$ cat config.mk
export PLATFORM = sky130hd
export DESIGN_NAME = router_pkt_tx
export DESIGN_NICKNAME = d
export VERILOG_FILES = /design/src/rtl/router_pkt_tx_pkg.sv /design/src/rtl/router_pkt_tx_buf.sv /design/src/rtl/router_pkt_tx.sv
export SDC_FILE = /design/constraint.sdc
export NUM_CORES = 1
export LEC_CHECK = 0
export ABC_AREA = 0
export CAP_MARGIN = 20
export CORE_AREA = 2 2 216 218
export DETAILED_ROUTE_END_ITERATION = 10
export DIE_AREA = 0 0 218 220
export GPL_TIMING_DRIVEN = 0
export PLACE_DENSITY_LB_ADDON = 0.25
export SLEW_MARGIN = 5
export SYNTH_ARGS = -nofsm -noshare
export SYNTH_HDL_FRONTEND = slang
export SYNTH_HIERARCHICAL = 1
export SYNTH_SLANG_ARGS = --single-unit
$ cat constraint.sdc
create_clock -name clock -period 3.72 [get_ports clock]
set_input_delay 0.744 -clock clock [delete_from_list [all_inputs] [get_ports clock]]
set_output_delay 0.744 -clock clock [all_outputs]
set_load 0.01 [all_outputs]
$ cat src/rtl/router_pkt_tx_pkg.sv
// Shared types and helpers for the router packet transmitter.
package router_pkt_tx_pkg;

  typedef enum logic [2:0] {
    ST_IDLE = 3'd0,
    ST_FILL = 3'd1,
    ST_HDR  = 3'd2,
    ST_PAY  = 3'd3,
    ST_PAR  = 3'd4,
    ST_GAP  = 3'd5
  } state_t;

  // Address value the router has no output FIFO for.
  localparam logic [1:0] ADDR_ILLEGAL = 2'b11;

  // Router header byte: length in the upper six bits, destination in the lower two.
  function automatic logic [7:0] build_hdr(input logic [5:0] len, input logic [1:0] addr);
    return {len, addr};
  endfunction

endpackage

$ cat src/rtl/router_pkt_tx_buf.sv
// Payload buffer: synchronous write, asynchronous read so the FSM can load
// the next byte into the output register on the same edge it is addressed.
module router_pkt_tx_buf #(
  parameter int DEPTH = 64,
  parameter int AW    = 6
) (
  input  logic          clock,
  input  logic          i_we,
  input  logic [AW-1:0] i_waddr,
  input  logic [7:0]    i_wdata,
  input  logic [AW-1:0] i_raddr,
  output logic [7:0]    o_rdata
);

  logic [7:0] r_mem [DEPTH];

  // Store a payload byte on each accepted write beat.
  always_ff @(posedge clock) begin
    if (i_we) begin
      r_mem[i_waddr] <= i_wdata;
    end
  end

  assign o_rdata = r_mem[i_raddr];

endmodule

$ cat src/rtl/router_pkt_tx.sv
// Packet transmitter feeding the router input: buffers a full payload, then
// sends header, payload and parity while honouring the router's busy.
module router_pkt_tx
  import router_pkt_tx_pkg::*;
#(
  parameter int GAP_CYCLES = 2,
  parameter int BUF_DEPTH  = 64
) (
  input  logic       clock,
  input  logic       reset,
  input  logic       cmd_valid,
  output logic       cmd_ready,
  input  logic [1:0] cmd_addr,
  input  logic [5:0] cmd_len,
  input  logic       cmd_bad_parity,
  output logic       cmd_err,
  input  logic [7:0] wr_data,
  input  logic       wr_valid,
  output logic       wr_ready,
  input  logic       busy,
  output logic [7:0] pkt_data,
  output logic       pkt_valid,
  output logic       pkt_done,
  output logic       tx_active
);

  localparam int AW = $clog2(BUF_DEPTH);
  localparam int GW = (GAP_CYCLES > 1) ? $clog2(GAP_CYCLES) : 1;
  localparam logic [GW-1:0] GAP_LAST = GW'(GAP_CYCLES - 1);

  state_t        r_state;
  logic [1:0]    r_addr;
  logic [5:0]    r_len;
  logic          r_bad;
  logic [7:0]    r_parity;
  logic [5:0]    r_wcnt;
  logic [5:0]    r_rcnt;
  logic [GW-1:0] r_gcnt;
  logic [7:0]    r_pkt_data;
  logic          r_pkt_valid;
  logic          r_cmd_err;
  logic          r_pkt_done;

  logic          w_we;
  logic [7:0]    w_rdata;

  assign w_we = (r_state == ST_FILL) && wr_valid;

  router_pkt_tx_buf #(
    .DEPTH (BUF_DEPTH),
    .AW    (AW)
  ) u_buf (
    .clock   (clock),
    .i_we    (w_we),
    .i_waddr (AW'(r_wcnt)),
    .i_wdata (wr_data),
    .i_raddr (AW'(r_rcnt)),
    .o_rdata (w_rdata)
  );

  // Main sequencer: command intake, payload fill, then header/payload/parity
  // on the router bus; nothing on the bus advances while busy is high.
  always_ff @(posedge clock) begin
    if (reset) begin
      r_state     <= ST_IDLE;
      r_addr      <= 2'd0;
      r_len       <= 6'd0;
      r_bad       <= 1'b0;
      r_parity    <= 8'd0;
      r_wcnt      <= 6'd0;
      r_rcnt      <= 6'd0;
      r_gcnt      <= '0;
      r_pkt_data  <= 8'd0;
      r_pkt_valid <= 1'b0;
      r_cmd_err   <= 1'b0;
      r_pkt_done  <= 1'b0;
    end else begin
      r_cmd_err  <= 1'b0;
      r_pkt_done <= 1'b0;
      case (r_state)
        ST_IDLE: begin
          if (cmd_valid) begin
            if ((cmd_len == 6'd0) || (cmd_addr == ADDR_ILLEGAL)) begin
              r_cmd_err <= 1'b1;
            end else begin
              r_addr   <= cmd_addr;
              r_len    <= cmd_len;
              r_bad    <= cmd_bad_parity;
              r_parity <= build_hdr(cmd_len, cmd_addr);
              r_wcnt   <= 6'd0;
              r_state  <= ST_FILL;
            end
          end
        end
        ST_FILL: begin
          if (wr_valid) begin
            r_parity <= r_parity ^ wr_data;
            r_wcnt   <= r_wcnt + 6'd1;
            if (r_wcnt == (r_len - 6'd1)) begin
              r_pkt_data  <= build_hdr(r_len, r_addr);
              r_pkt_valid <= 1'b1;
              r_rcnt      <= 6'd0;
              r_state     <= ST_HDR;
            end
          end
        end
        ST_HDR: begin
          // Read address is still zero here, so w_rdata is the first payload byte.
          if (!busy) begin
            r_pkt_data <= w_rdata;
            r_rcnt     <= 6'd1;
            r_state    <= ST_PAY;
          end
        end
        ST_PAY: begin
          if (!busy) begin
            if (r_rcnt == r_len) begin
              r_pkt_data  <= r_parity ^ {7'd0, r_bad};
              r_pkt_valid <= 1'b0;
              r_state     <= ST_PAR;
            end else begin
              r_pkt_data <= w_rdata;
              r_rcnt     <= r_rcnt + 6'd1;
            end
          end
        end
        ST_PAR: begin
          if (!busy) begin
            r_pkt_done <= 1'b1;
            r_pkt_data <= 8'd0;
            r_gcnt     <= '0;
            r_state    <= ST_GAP;
          end
        end
        ST_GAP: begin
          if (r_gcnt == GAP_LAST) begin
            r_state <= ST_IDLE;
          end else begin
            r_gcnt <= r_gcnt + 1'b1;
          end
        end
        default: r_state <= ST_IDLE;
      endcase
    end
  end

  assign cmd_ready = (r_state == ST_IDLE);
  assign wr_ready  = (r_state == ST_FILL);
  assign tx_active = (r_state == ST_HDR) || (r_state == ST_PAY) || (r_state == ST_PAR);
  assign pkt_data  = r_pkt_data;
  assign pkt_valid = r_pkt_valid;
  assign cmd_err   = r_cmd_err;
  assign pkt_done  = r_pkt_done;

endmodule

==> results of run 1 <==
==> layout by cell type (no fill, tap or decap), drive strengths merged, types with 7 or more instances in the layout <==
cell and instances:
nor3b 10, o22ai 9, nor3 17, inv 17, nand2b 11, bufinv 9
nor2b 20, o21ai 23, o21a 10, nor2 125, mux2i 29, mux4 126
nand3 32, dfxtp 44, o211ai 7, clkinv 27, clkdlybuf4s50 26, xor2 13
a211oi 9, a21oi 34, buf 55, clkbuf 93, nand2 49, edfxtp 512
mux2 13, o221ai 8
==> routing by layer <==
metal	GRT usage (%)	vias up	share of wire (%)
met1	32.36	6518	41
li1	-	5301	-
met4	9.025	0	3.3
met3	5.438	100	9.1
met5	0	-	0
met2	37.29	575	47
==> logic make-up after synthesis <==
group / after synthesis / synth area share (%)
AO/OA/AOI/OAI: 144 / 4.388
multiplexers: 168 / 14.52
XOR/XNOR: 17 / 0.6601
flip-flops: 556 / 72.07
buffers and inverters: 88 / 2.097
adder cells (fa/ha/maj): 3 / 0.1664
AND/OR/NAND/NOR: 293 / 6.097
==> final cells by class <==
type	instances	area [sq um]
Fill cell	3565	20140
Sequential cell	556	16260
Multi-Input combinational cell	625	5918
Clock buffer	59	1391
Tap cell	607	759.5
Timing Repair Buffer	46	500.5
Clock inverter	39	429.2
Buffer	70	409.1
Inverter	16	60.06
==> cells in the mapped netlist (all sizes together), types with 6 or more instances <==
| cell | count |
|---|---|
| o22ai | 9 |
| xor2 | 13 |
| edfxtp | 512 |
| nand2 | 49 |
| buf | 39 |
| o221ai | 8 |
| mux4 | 126 |
| dfxtp | 44 |
| mux2i | 29 |
| o211ai | 7 |
| mux2 | 13 |
| a221oi | 6 |
| nor3 | 17 |
| a21oi | 34 |
| nor3b | 10 |
| nor2b | 20 |
| o21a | 10 |
| a211oi | 9 |
| nor2 | 125 |
| inv | 16 |
| nand2b | 11 |
| nand3 | 32 |
| clkbuf | 33 |
| o21ai | 23 |
==> power by group <==
group | switching, mW | internal (mW)
combinational | 0.495 | 0.259
sequential | 0.0597 | 6.89
clock | 2.31 | 3.32
==> worst max path at each step <==
stage,startpoint,end,slack (ns),cells after the start
after detailed placement,r_rcnt[2],pkt_data[5],-0.21,10
after global routing,r_state[0],u_buf/r_mem[14][4],-0.23,8
after global placement,r_rcnt[2],pkt_data[5],-0.21,10
final,r_state[0],u_buf/r_mem[46][4],-0.11,8
after floorplan,r_state[0],u_buf/r_mem[62][0],1.05,8
after CTS,r_state[0],u_buf/r_mem[14][2],-0.04,8
==> repair_timing <==
item,in CTS,in global routing
resized for setup,1,37
cloned,0,0
setup endpoints to repair,34,214
==> worst max-delay path: stages (launching register included) <==
cell and delay [ns]:
dfxtp_1 0.43, or3b_2 0.46, clkbuf_1 0.22, inv_1 0.25, nand2_1 0.16, inv_1 0.20, nor2b_1 0.29, nand3_1 0.53
nor2_1 0.89
==> flip-flops by register name, indices dropped and copies added, names as in the netlist <==
signal and flops:
pkt_done 1, r_wcnt 6, pkt_data 8, r_gcnt 1, pkt_valid 1, r_parity 8, r_addr 2, r_state 3
u_buf/r_mem 512, cmd_err 1, r_bad 1, r_rcnt 6, r_len 6
==> through the flow <==
step                      util (%)  power [mW]  hold WS, ns  area, sq um
after floorplan                  -       7.480       0.4439        22550
after global placement       51.57       7.799       0.4603        23650
after detailed placement     51.89       7.813       0.4768        23800
after CTS                    55.86       13.40       0.4860        25620
after global routing         56.09       13.72       0.5191        25720
final                        56.09       13.33       0.4938        25720
==> results.tsv, run 1 <==
stage	metric	value	unit
worst_setup_path	RR Endpoint	u_buf/r_mem[46][4]	
cts	Clock H-tree levels	2	
timing	final worst slack	-0.1142	ns
grt	GRT Util Overall	23.66	%
route	1st-iter DRT viols	1387	
hold_path	hold path depth	2	
cts	worst skew pair latency	0.61	ns
cts	post-CTS setup buffers	0	
place	setup slack at placement	-0.2061	ns
yosys	predominant post-synthesis flop cell	edfxtp_1	
hold_path	worst min-delay path class	register to register	
cts	Hold Buf Count CTS	0	
yosys	Yosys top cell area share	68.17	%
power_and_ir_drop	Pwr per Cell Area	518.3	nW/um^2
floorplanning	die width	218	um
grt	largest net degree at the start of global routing	43	
timing	Slew @ Worst Pin	0.9817	ns
place	Post-DP HPWL	37510	um
cts	CTS tree	built	
worst_setup_path	r2r worst-path depth	8	
yosys	synthesized area	22550	sq um
timing	RSZ-0062 raised after global routing	yes	
yosys	Synth Area per Inst	17.77	sq um
outcome	status	complete, but fails checks	
floorplanning	die span in y	220	um
route	via/cell ratio	6.191	
cts	Clk Tree Root Cell	clkbuf_16	
power_and_ir_drop	Lkg Pwr	7.840	nW
cts	clk sinks	556	
final_layout	# diodes	0	
timing	Max Freq	260.8	MHz
route	drt pass-1 iters	6	
outcome	failing checks	negative setup slack	
place	Placed Cells incl. Taps	1920	
power_and_ir_drop	maximum vdd ir drop	0.3596	mV
timing	Clock Skew	0.01658	ns
timing	period utilization	103.1	%
place	GP Congestion	0.8860	
worst_setup_path	R2R Setup Slk	-0.11	ns
timing	Pins Over Slew Limit	0	
worst_setup_path	Worst Path Arrival	4.05	ns
worst_setup_path	R2R Path Start	r_state[0]	
cts	clk buf depth	3	
route	WL/cell	27.62	um
yosys	FFs w/ async S/R, synth	0	%
timing	Slew HR	33.70	%
route	DRT Wirelength	55730	um
job	Max-cap violations	0	
worst_setup_path	Worst setup SP type	register	
route	antenna viol nets, final	0	
cts	Num CTS Buffers	54	
yosys	post-synthesis sequential area ratio	72.07	%
timing	Final min period	3.834	ns
worst_setup_path	critical path required time	3.94	ns
final_layout	Finished Layout Cells	2018	
yosys	distinct cell type count after synthesis	63	
timing	TNS Setup	-3.290	ns
floorplanning	std cell rows	79	
yosys	#FFs+latches synth	556	
cts	clock slew at reported path FFs	0.06	ns
route	Vias	12494	
grt	antenna violations before repair	0	
yosys	Net Count, Synth	1294	
yosys	post-synth top area cell	edfxtp_1	
grt	number of global-route vias before repair	12115	
yosys	Post-Synthesis Cells	1269	
timing	Final Setup Violations	48	
floorplanning	Initial Util	49.18	%
final_layout	Area Growth Syn to Fin	14.05	%
final_layout	nets@finish	1394	
grt	gr ovfl total	0	
hold_path	sink of the worst hold path	r_gcnt	
hold_path	Hold Crit Start	r_gcnt	
yosys	leading post-synthesis cells by cell area	edfxtp_1 (68%), mux4_2 (13%), dfxtp_1 (3.9%), nor2_1 (2.1%), mux2i_1 (1.3%)	
final_layout	share of cells above drive strength 1	22.54	%
worst_setup_path	Crit Path Category	register to register	
place	I/O Buffers	34	
floorplanning	Core Area	45860	sq um
grt	first-pass GRT wire length	80400	um
worst_setup_path	kind of end point of the critical path	register	
route	Residual DRC	0	
worst_setup_path	Crit Path Max Fanout	8	
floorplanning	# IOs	36	
yosys	EDFF count, synth	512	
yosys	yosys warns	6	
floorplanning	area of the die	47960	sq um
timing	Fin. Hold Viols	0	
(Power assumes the default switching activity.)
==> inputs of run 2 (changes only) <==
- clock period: 3.72 -> 3.1 ns (I/O delays scaled with it)
==> results.tsv, run 2 (synthesis results as in run 1) <==
stage	metric	value	unit	change
worst_setup_path	critical path required time	3.32	ns	was 3.94 ns
grt	GRT Util Overall	23.88	%	was 23.66%
hold_path	Hold Crit Start	r_gcnt		unchanged
cts	clk sinks	556		unchanged
timing	RSZ-0062 raised after global routing	yes		unchanged
power_and_ir_drop	Power Internal	12.58	mW	was 10.46 mW
floorplanning	# IOs	36		unchanged
cts	Clk Tree Root Cell	clkbuf_16		unchanged
route	via/cell ratio	6.167		was 6.191
timing	Slew @ Worst Pin	0.9151	ns	was 0.9817 ns
cts	clk buf depth	3		unchanged
route	DRT Wirelength	56210	um	was 55730 um
route	antenna viol nets, final	0		unchanged
timing	period utilization	102.3	%	was 103.1%
timing	Slew HR	38.77	%	was 33.70%
power_and_ir_drop	sw frac	21.63	%	was 21.52%
grt	gr ovfl total	0		unchanged
place	Placed Area	23800	sq um	unchanged
worst_setup_path	Crit Path Category	register to register		unchanged
outcome	status	complete, but fails checks		unchanged
grt	antenna violations before repair	0		unchanged
cts	Clock H-tree levels	2		unchanged
power_and_ir_drop	total power	16.05	mW	was 13.33 mW
route	Residual DRC	0		unchanged
floorplanning	die width	218	um	unchanged
final_layout	share of cells above drive strength 1	26.03	%	was 22.54%
worst_setup_path	R2R Path Start	r_state[0]		unchanged
worst_setup_path	Crit. Startpoint	r_state[0]		unchanged
worst_setup_path	kind of end point of the critical path	register		unchanged
worst_setup_path	Worst Path Arrival	3.39	ns	was 4.05 ns
worst_setup_path	Worst setup SP type	register		unchanged
worst_setup_path	RR Endpoint	u_buf/r_mem[11][3]		was u_buf/r_mem[46][4]
worst_setup_path	r2r worst-path depth	6		was 8
final_layout	final instance area	26220	sq um	was 25720 sq um
final_layout	commonest cells after routing, fill and taps aside	edfxtp_1 (512), mux4_2 (126), nor2_1 (83), clkbuf_16 (55), nand2_1 (46)		was edfxtp_1 (512), mux4_2 (126), nor2_1 (96), clkbuf_16 (55), nand2_1 (49)
route	WL/cell	27.80	um	was 27.62 um
final_layout	Area Growth Syn to Fin	16.24	%	was 14.05%
hold_path	hold path depth	2		unchanged
hold_path	worst min-delay path class	register to register		unchanged
power_and_ir_drop	maximum vdd ir drop	0.4317	mV	was 0.3596 mV
place	Post-DP HPWL	37510	um	unchanged
timing	Final min period	3.172	ns	was 3.834 ns
floorplanning	Initial Util	49.18	%	unchanged
job	Max-cap violations	0		unchanged
timing	Max Freq	315.2	MHz	was 260.8 MHz
place	I/O Buffers	34		unchanged
power_and_ir_drop	Clock power frac	42.1	%	was 42.2%
grt	number of global-route vias before repair	12170		was 12115
route	drt pass-1 iters	5		was 6
timing	final worst slack	-0.07215	ns	was -0.1142 ns
power_and_ir_drop	Sequential Power Share	51.9	%	was 52.1%
worst_setup_path	R2R Setup Slk	-0.07	ns	was -0.11 ns
timing	Final Setup Violations	67		was 48
final_layout	final-layout fill cell count	3486		was 3565
route	Vias	12470		was 12494
cts	clock slew at reported path FFs	0.06	ns	about the same
cts	CTS tree	built		unchanged
floorplanning	Core Area	45860	sq um	unchanged
timing	Pins Over Slew Limit	0		unchanged
floorplanning	std cell rows	79		unchanged
cts	Num CTS Buffers	54		unchanged
worst_setup_path	Crit Path Max Fanout	8		unchanged
final_layout	Largest register FFs	512		unchanged
floorplanning	die span in y	220	um	unchanged
route	1st-iter DRT viols	1282		was 1387
grt	largest net degree at the start of global routing	43		unchanged
final_layout	Largest Register	u_buf/r_mem		unchanged
place	GP Congestion	0.8860		unchanged
final_layout	commonest non-fill, non-tap cell in the layout	edfxtp_1		unchanged
power_and_ir_drop	Sw Pwr	3.472	mW	was 2.869 mW
grt	first-pass GRT wire length	81050	um	was 80400 um
cts	worst skew pair latency	0.61	ns	about the same
hold_path	sink of the worst hold path	r_gcnt		unchanged
timing	Fin. Hold Viols	0		unchanged
cts	Hold Buf Count CTS	0		unchanged
power_and_ir_drop	Pwr per Cell Area	612.3	nW/um^2	was 518.3 nW/um^2
timing	Clock Skew	0.01700	ns	was 0.01658 ns
outcome	failing checks	negative setup slack		unchanged
floorplanning	area of the die	47960	sq um	unchanged
power_and_ir_drop	Comb pwr share	5.9	%	was 5.7%
power_and_ir_drop	Lkg Pwr	7.952	nW	was 7.840 nW
final_layout	nets@finish	1397		was 1394
[run 2: worst max-delay path by stage]
stage,end,slack [ns],depth (start not counted)
after global placement,pkt_data[5],-0.83,10
final,u_buf/r_mem[11][3],-0.07,6
after floorplan,u_buf/r_mem[62][0],0.43,8
after detailed placement,pkt_data[5],-0.83,10
after global routing,tx_active,-0.12,6
after CTS,tx_active,-0.26,5
[run 2: worst max-delay path: stages (launching register included)]
cell and delay, ns:
dfxtp_1 0.45, or3b_4 0.48, inv_2 0.09, nand2_1 0.11, inv_1 0.20, nand3_1 0.57, nor2_1 0.88
[run 2: routing by layer]
metal  GRT usage, %  wire, um  part of all wire [%]  up-vias
li1               -         -                     -     5314
met1          32.48     22580                    40     6472
met2          37.76     26660                    47      575
met3          5.714      5054                   9.0      107
met4          8.934      1894                   3.4        2
met5              0        26                 0.046        -
[run 2: power groups by stage]
stage          sequential, mW  combinational, mW  clock, mW
6_report                 8.34              0.954       6.76
5_1_grt                  8.34               1.03       7.14
4_1_cts                  8.33              0.929       6.86
3_5_place_dp             8.50              0.881          0
3_3_place_gp             8.51              0.849          0
2_1_floorplan            8.47              0.505          0
[run 2: timing repair]
action                                  in CTS  in global routing
gates resized for setup                    124                 36
endpoints found under the setup margin     511                334
buffers inserted                             4                  0
pin swaps                                    1                  1
[run 2: through the flow]
stage	TNS, ns	worst slack [ns]	utilization (%)	cells	hold slack (ns)
2_1_floorplan	0	0.4252	-	1269	0.4439
3_3_place_gp	-303.97	-0.8349	51.57	1910	0.4603
3_5_place_dp	-185.86	-0.8261	51.89	1920	0.4768
4_1_cts	-5.375	-0.2603	56.87	2021	0.4860
5_1_grt	-7.596	-0.1223	57.16	2021	0.5191
6_report	-3.280	-0.07215	57.16	2022	0.4944
[run 2: final cells by class]
class                   count  area, sq um  share of cell area [%]
diodes                      1        2.502                0.009545
plain buffers              71        519.2                   1.981
clock buffers              59         1391                   5.307
clock inverters            39        429.2                   1.637
inverters                  16        60.06                  0.2291
multi-input cells         625         6269                   23.91
flip-flops and latches    556        16260                   62.02
well taps                 607        759.5                   2.897
repair buffers             48        525.5                   2.004
==> inputs of run 3 (changes only) <==
- MAX_ROUTING_LAYER: not set -> met4
==> results.tsv, run 3 (synthesis results as in run 1) <==
stage	metric	value	unit	change
outcome	status	complete, but fails checks		unchanged
outcome	failing checks	negative setup slack		unchanged
final_layout	commonest cells after routing, fill and taps aside	edfxtp_1 (512), mux4_2 (126), nor2_1 (71), clkbuf_16 (55), nand2_1 (46)		was edfxtp_1 (512), mux4_2 (126), nor2_1 (83), clkbuf_16 (55), nand2_1 (46)
power_and_ir_drop	Power Internal	12.18	mW	was 12.58 mW
cts	clk sinks	556		unchanged
grt	number of global-route vias before repair	12066		was 12170
timing	Final min period	3.193	ns	was 3.172 ns
floorplanning	# IOs	36		unchanged
timing	Clock Skew	0.01721	ns	was 0.01700 ns
timing	final worst slack	-0.09272	ns	was -0.07215 ns
route	via/cell ratio	6.199		was 6.167
timing	Slew HR	37.64	%	was 38.77%
route	WL/cell	28.05	um	was 27.80 um
final_layout	Register Area	16260	sq um	about the same
route	drt pass-1 iters	5		unchanged
route	Vias	12584		was 12470
worst_setup_path	critical path required time	3.33	ns	was 3.32 ns
final_layout	fin util	57.23	%	was 57.16%
power_and_ir_drop	sw frac	21.68	%	was 21.63%
place	Post-DP HPWL	37550	um	was 37510 um
worst_setup_path	Crit Path Category	register to register		unchanged
floorplanning	std cell rows	79		unchanged
floorplanning	area of the die	47960	sq um	unchanged
route	antenna viol nets, final	0		unchanged
final_layout	multi-input logic area	6292	sq um	was 6269 sq um
cts	clk buf depth	3		unchanged
route	Residual DRC	0		unchanged
floorplanning	die width	218	um	unchanged
final_layout	# diodes	0		was 1
final_layout	Finished Layout Cells	2030		was 2022
route	DRT Wirelength	56940	um	was 56210 um
worst_setup_path	R2R Path Start	r_state[0]		unchanged
timing	Fin. Hold Viols	0		unchanged
power_and_ir_drop	Pwr per Cell Area	592.5	nW/um^2	was 612.3 nW/um^2
worst_setup_path	Crit Path Max Fanout	8		unchanged
worst_setup_path	r2r worst-path depth	6		unchanged
final_layout	nets@finish	1406		was 1397
cts	worst skew pair latency	0.61	ns	about the same
worst_setup_path	R2R Setup Slk	-0.09	ns	was -0.07 ns
job	Max-cap violations	0		unchanged
power_and_ir_drop	Sw Pwr	3.372	mW	was 3.472 mW
final_layout	final instance area	26250	sq um	was 26220 sq um
worst_setup_path	Crit. Startpoint	r_state[0]		unchanged
cts	Clk Tree Root Cell	clkbuf_16		unchanged
place	Placed Cells incl. Taps	1920		unchanged
timing	Final Setup Violations	40		was 67
hold_path	hold path depth	1		was 2
cts	CTS tree	built		unchanged
timing	TNS Setup	-2.477	ns	was -3.280 ns
grt	gr ovfl total	0		unchanged
power_and_ir_drop	Clock power frac	40.3	%	was 42.1%
timing	period utilization	103.0	%	was 102.3%
grt	largest net degree at the start of global routing	53		was 43
worst_setup_path	Worst setup SP type	register		unchanged
place	I/O Buffers	34		unchanged
timing	Slew @ Worst Pin	0.9310	ns	was 0.9151 ns
final_layout	Area Growth Syn to Fin	16.38	%	was 16.24%
final_layout	Largest register FFs	512		unchanged
route	1st-iter DRT viols	1211		was 1282
timing	Pins Over Slew Limit	0		unchanged
power_and_ir_drop	Lkg Pwr	7.962	nW	was 7.952 nW
floorplanning	Core Area	45860	sq um	unchanged
grt	GRT Util Overall	24.94	%	was 23.88%
timing	RSZ-0062 raised after global routing	yes		unchanged
worst_setup_path	kind of end point of the critical path	register		unchanged
cts	clock slew at reported path FFs	0.06	ns	about the same
timing	Max Freq	313.2	MHz	was 315.2 MHz
power_and_ir_drop	Sequential Power Share	53.6	%	was 51.9%
worst_setup_path	RR Endpoint	u_buf/r_mem[61][6]		was u_buf/r_mem[11][3]
floorplanning	die span in y	220	um	unchanged
final_layout	final-layout fill cell count	3486		unchanged
final_layout	share of cells above drive strength 1	26.77	%	was 26.03%
place	GP Congestion	0.9046		was 0.8860
final_layout	commonest non-fill, non-tap cell in the layout	edfxtp_1		unchanged
grt	antenna violations before repair	1		was 0
worst_setup_path	Worst Path Arrival	3.42	ns	was 3.39 ns
cts	Clock H-tree levels	2		unchanged
power_and_ir_drop	Comb pwr share	6.1	%	was 5.9%
worst_setup_path	CP Capture Point	u_buf/r_mem[61][6]		was u_buf/r_mem[11][3]
grt	first-pass GRT wire length	82590	um	was 81050 um
hold_path	worst min-delay path class	input pin to register		was register to register
final_layout	Largest Register	u_buf/r_mem		unchanged
power_and_ir_drop	maximum vdd ir drop	0.4471	mV	was 0.4317 mV
cts	Num CTS Buffers	53		was 54
place	Placed Area	23800	sq um	unchanged
floorplanning	Initial Util	49.18	%	unchanged
## run 3: cell count changes in the layout (fill, tap and decap cells not counted), moves of 3 or more
cell and delta:
nor2_4 +3, nor2_2 +9, nor2_1 -12, bufinv_16 -5, buf_4 +5, buf_12 +6, clkinv_4 -4, clkbuf_1 +10
## run 3: repair_timing
action / 4_1_cts / 5_1_grt
endpoints found under the setup margin: 519 / 97
pin swaps: 10 / 1
hold buffers: 0 / 0
cloned: 0 / 0
buffers inserted: 16 / 0
resized for setup: 144 / 36
## run 3: power groups by stage
stage / logic, mW / clock network, mW / registers (mW)
6_report: 0.956 / 6.26 / 8.34
5_1_grt: 1.03 / 6.64 / 8.34
4_1_cts: 0.941 / 6.35 / 8.33
3_5_place_dp: 0.882 / 0 / 8.49
3_3_place_gp: 0.852 / 0 / 8.51
2_1_floorplan: 0.505 / 0 / 8.47
## run 3: area by class of cell
class,count,share of cell area (%)
Clock buffer,70,5.496
Buffer,69,1.973
Clock inverter,27,0.8485
Sequential cell,556,61.96
Inverter,16,0.2288
Timing Repair Buffer,60,2.631
Tap cell,607,2.894
Multi-Input combinational cell,625,23.97
## run 3: worst max-delay path, stage by stage (launching register included)
cell     delay (ns)
dfxtp_2        0.39
or3b_2         0.59
inv_2          0.12
nand2_1        0.11
inv_1          0.21
nand3_1        0.55
nor2_1         0.84
## run 3: routing by layer
metal	GRT usage, %	vias up	share of wire (%)
li1	-	5324	-
met1	34.87	6587	41
met2	38.72	578	48
met3	3.644	95	7.6
met4	7.052	0	2.8
met5	-	-	0
## run 3: worst min path at each step
stage | to | from
CTS | u_buf/r_mem[3][3] | wr_data[3]
floorplan | r_gcnt | r_gcnt
global route | u_buf/r_mem[51][3] | wr_data[3]
global placement | r_gcnt | r_gcnt
finish | u_buf/r_mem[49][3] | wr_data[3]
detailed placement | r_gcnt | r_gcnt
## run 3: through the flow
stage | hold slack (ns) | setup slack (ns) | power [mW]
after detailed placement | 0.4617 | -0.8268 | 9.374
after global placement | 0.4603 | -0.8204 | 9.362
after CTS | 0.4380 | -0.2922 | 15.63
after global routing | 0.4580 | -0.1765 | 16.02
after floorplan | 0.4439 | 0.4252 | 8.975
final | 0.4486 | -0.09272 | 15.55
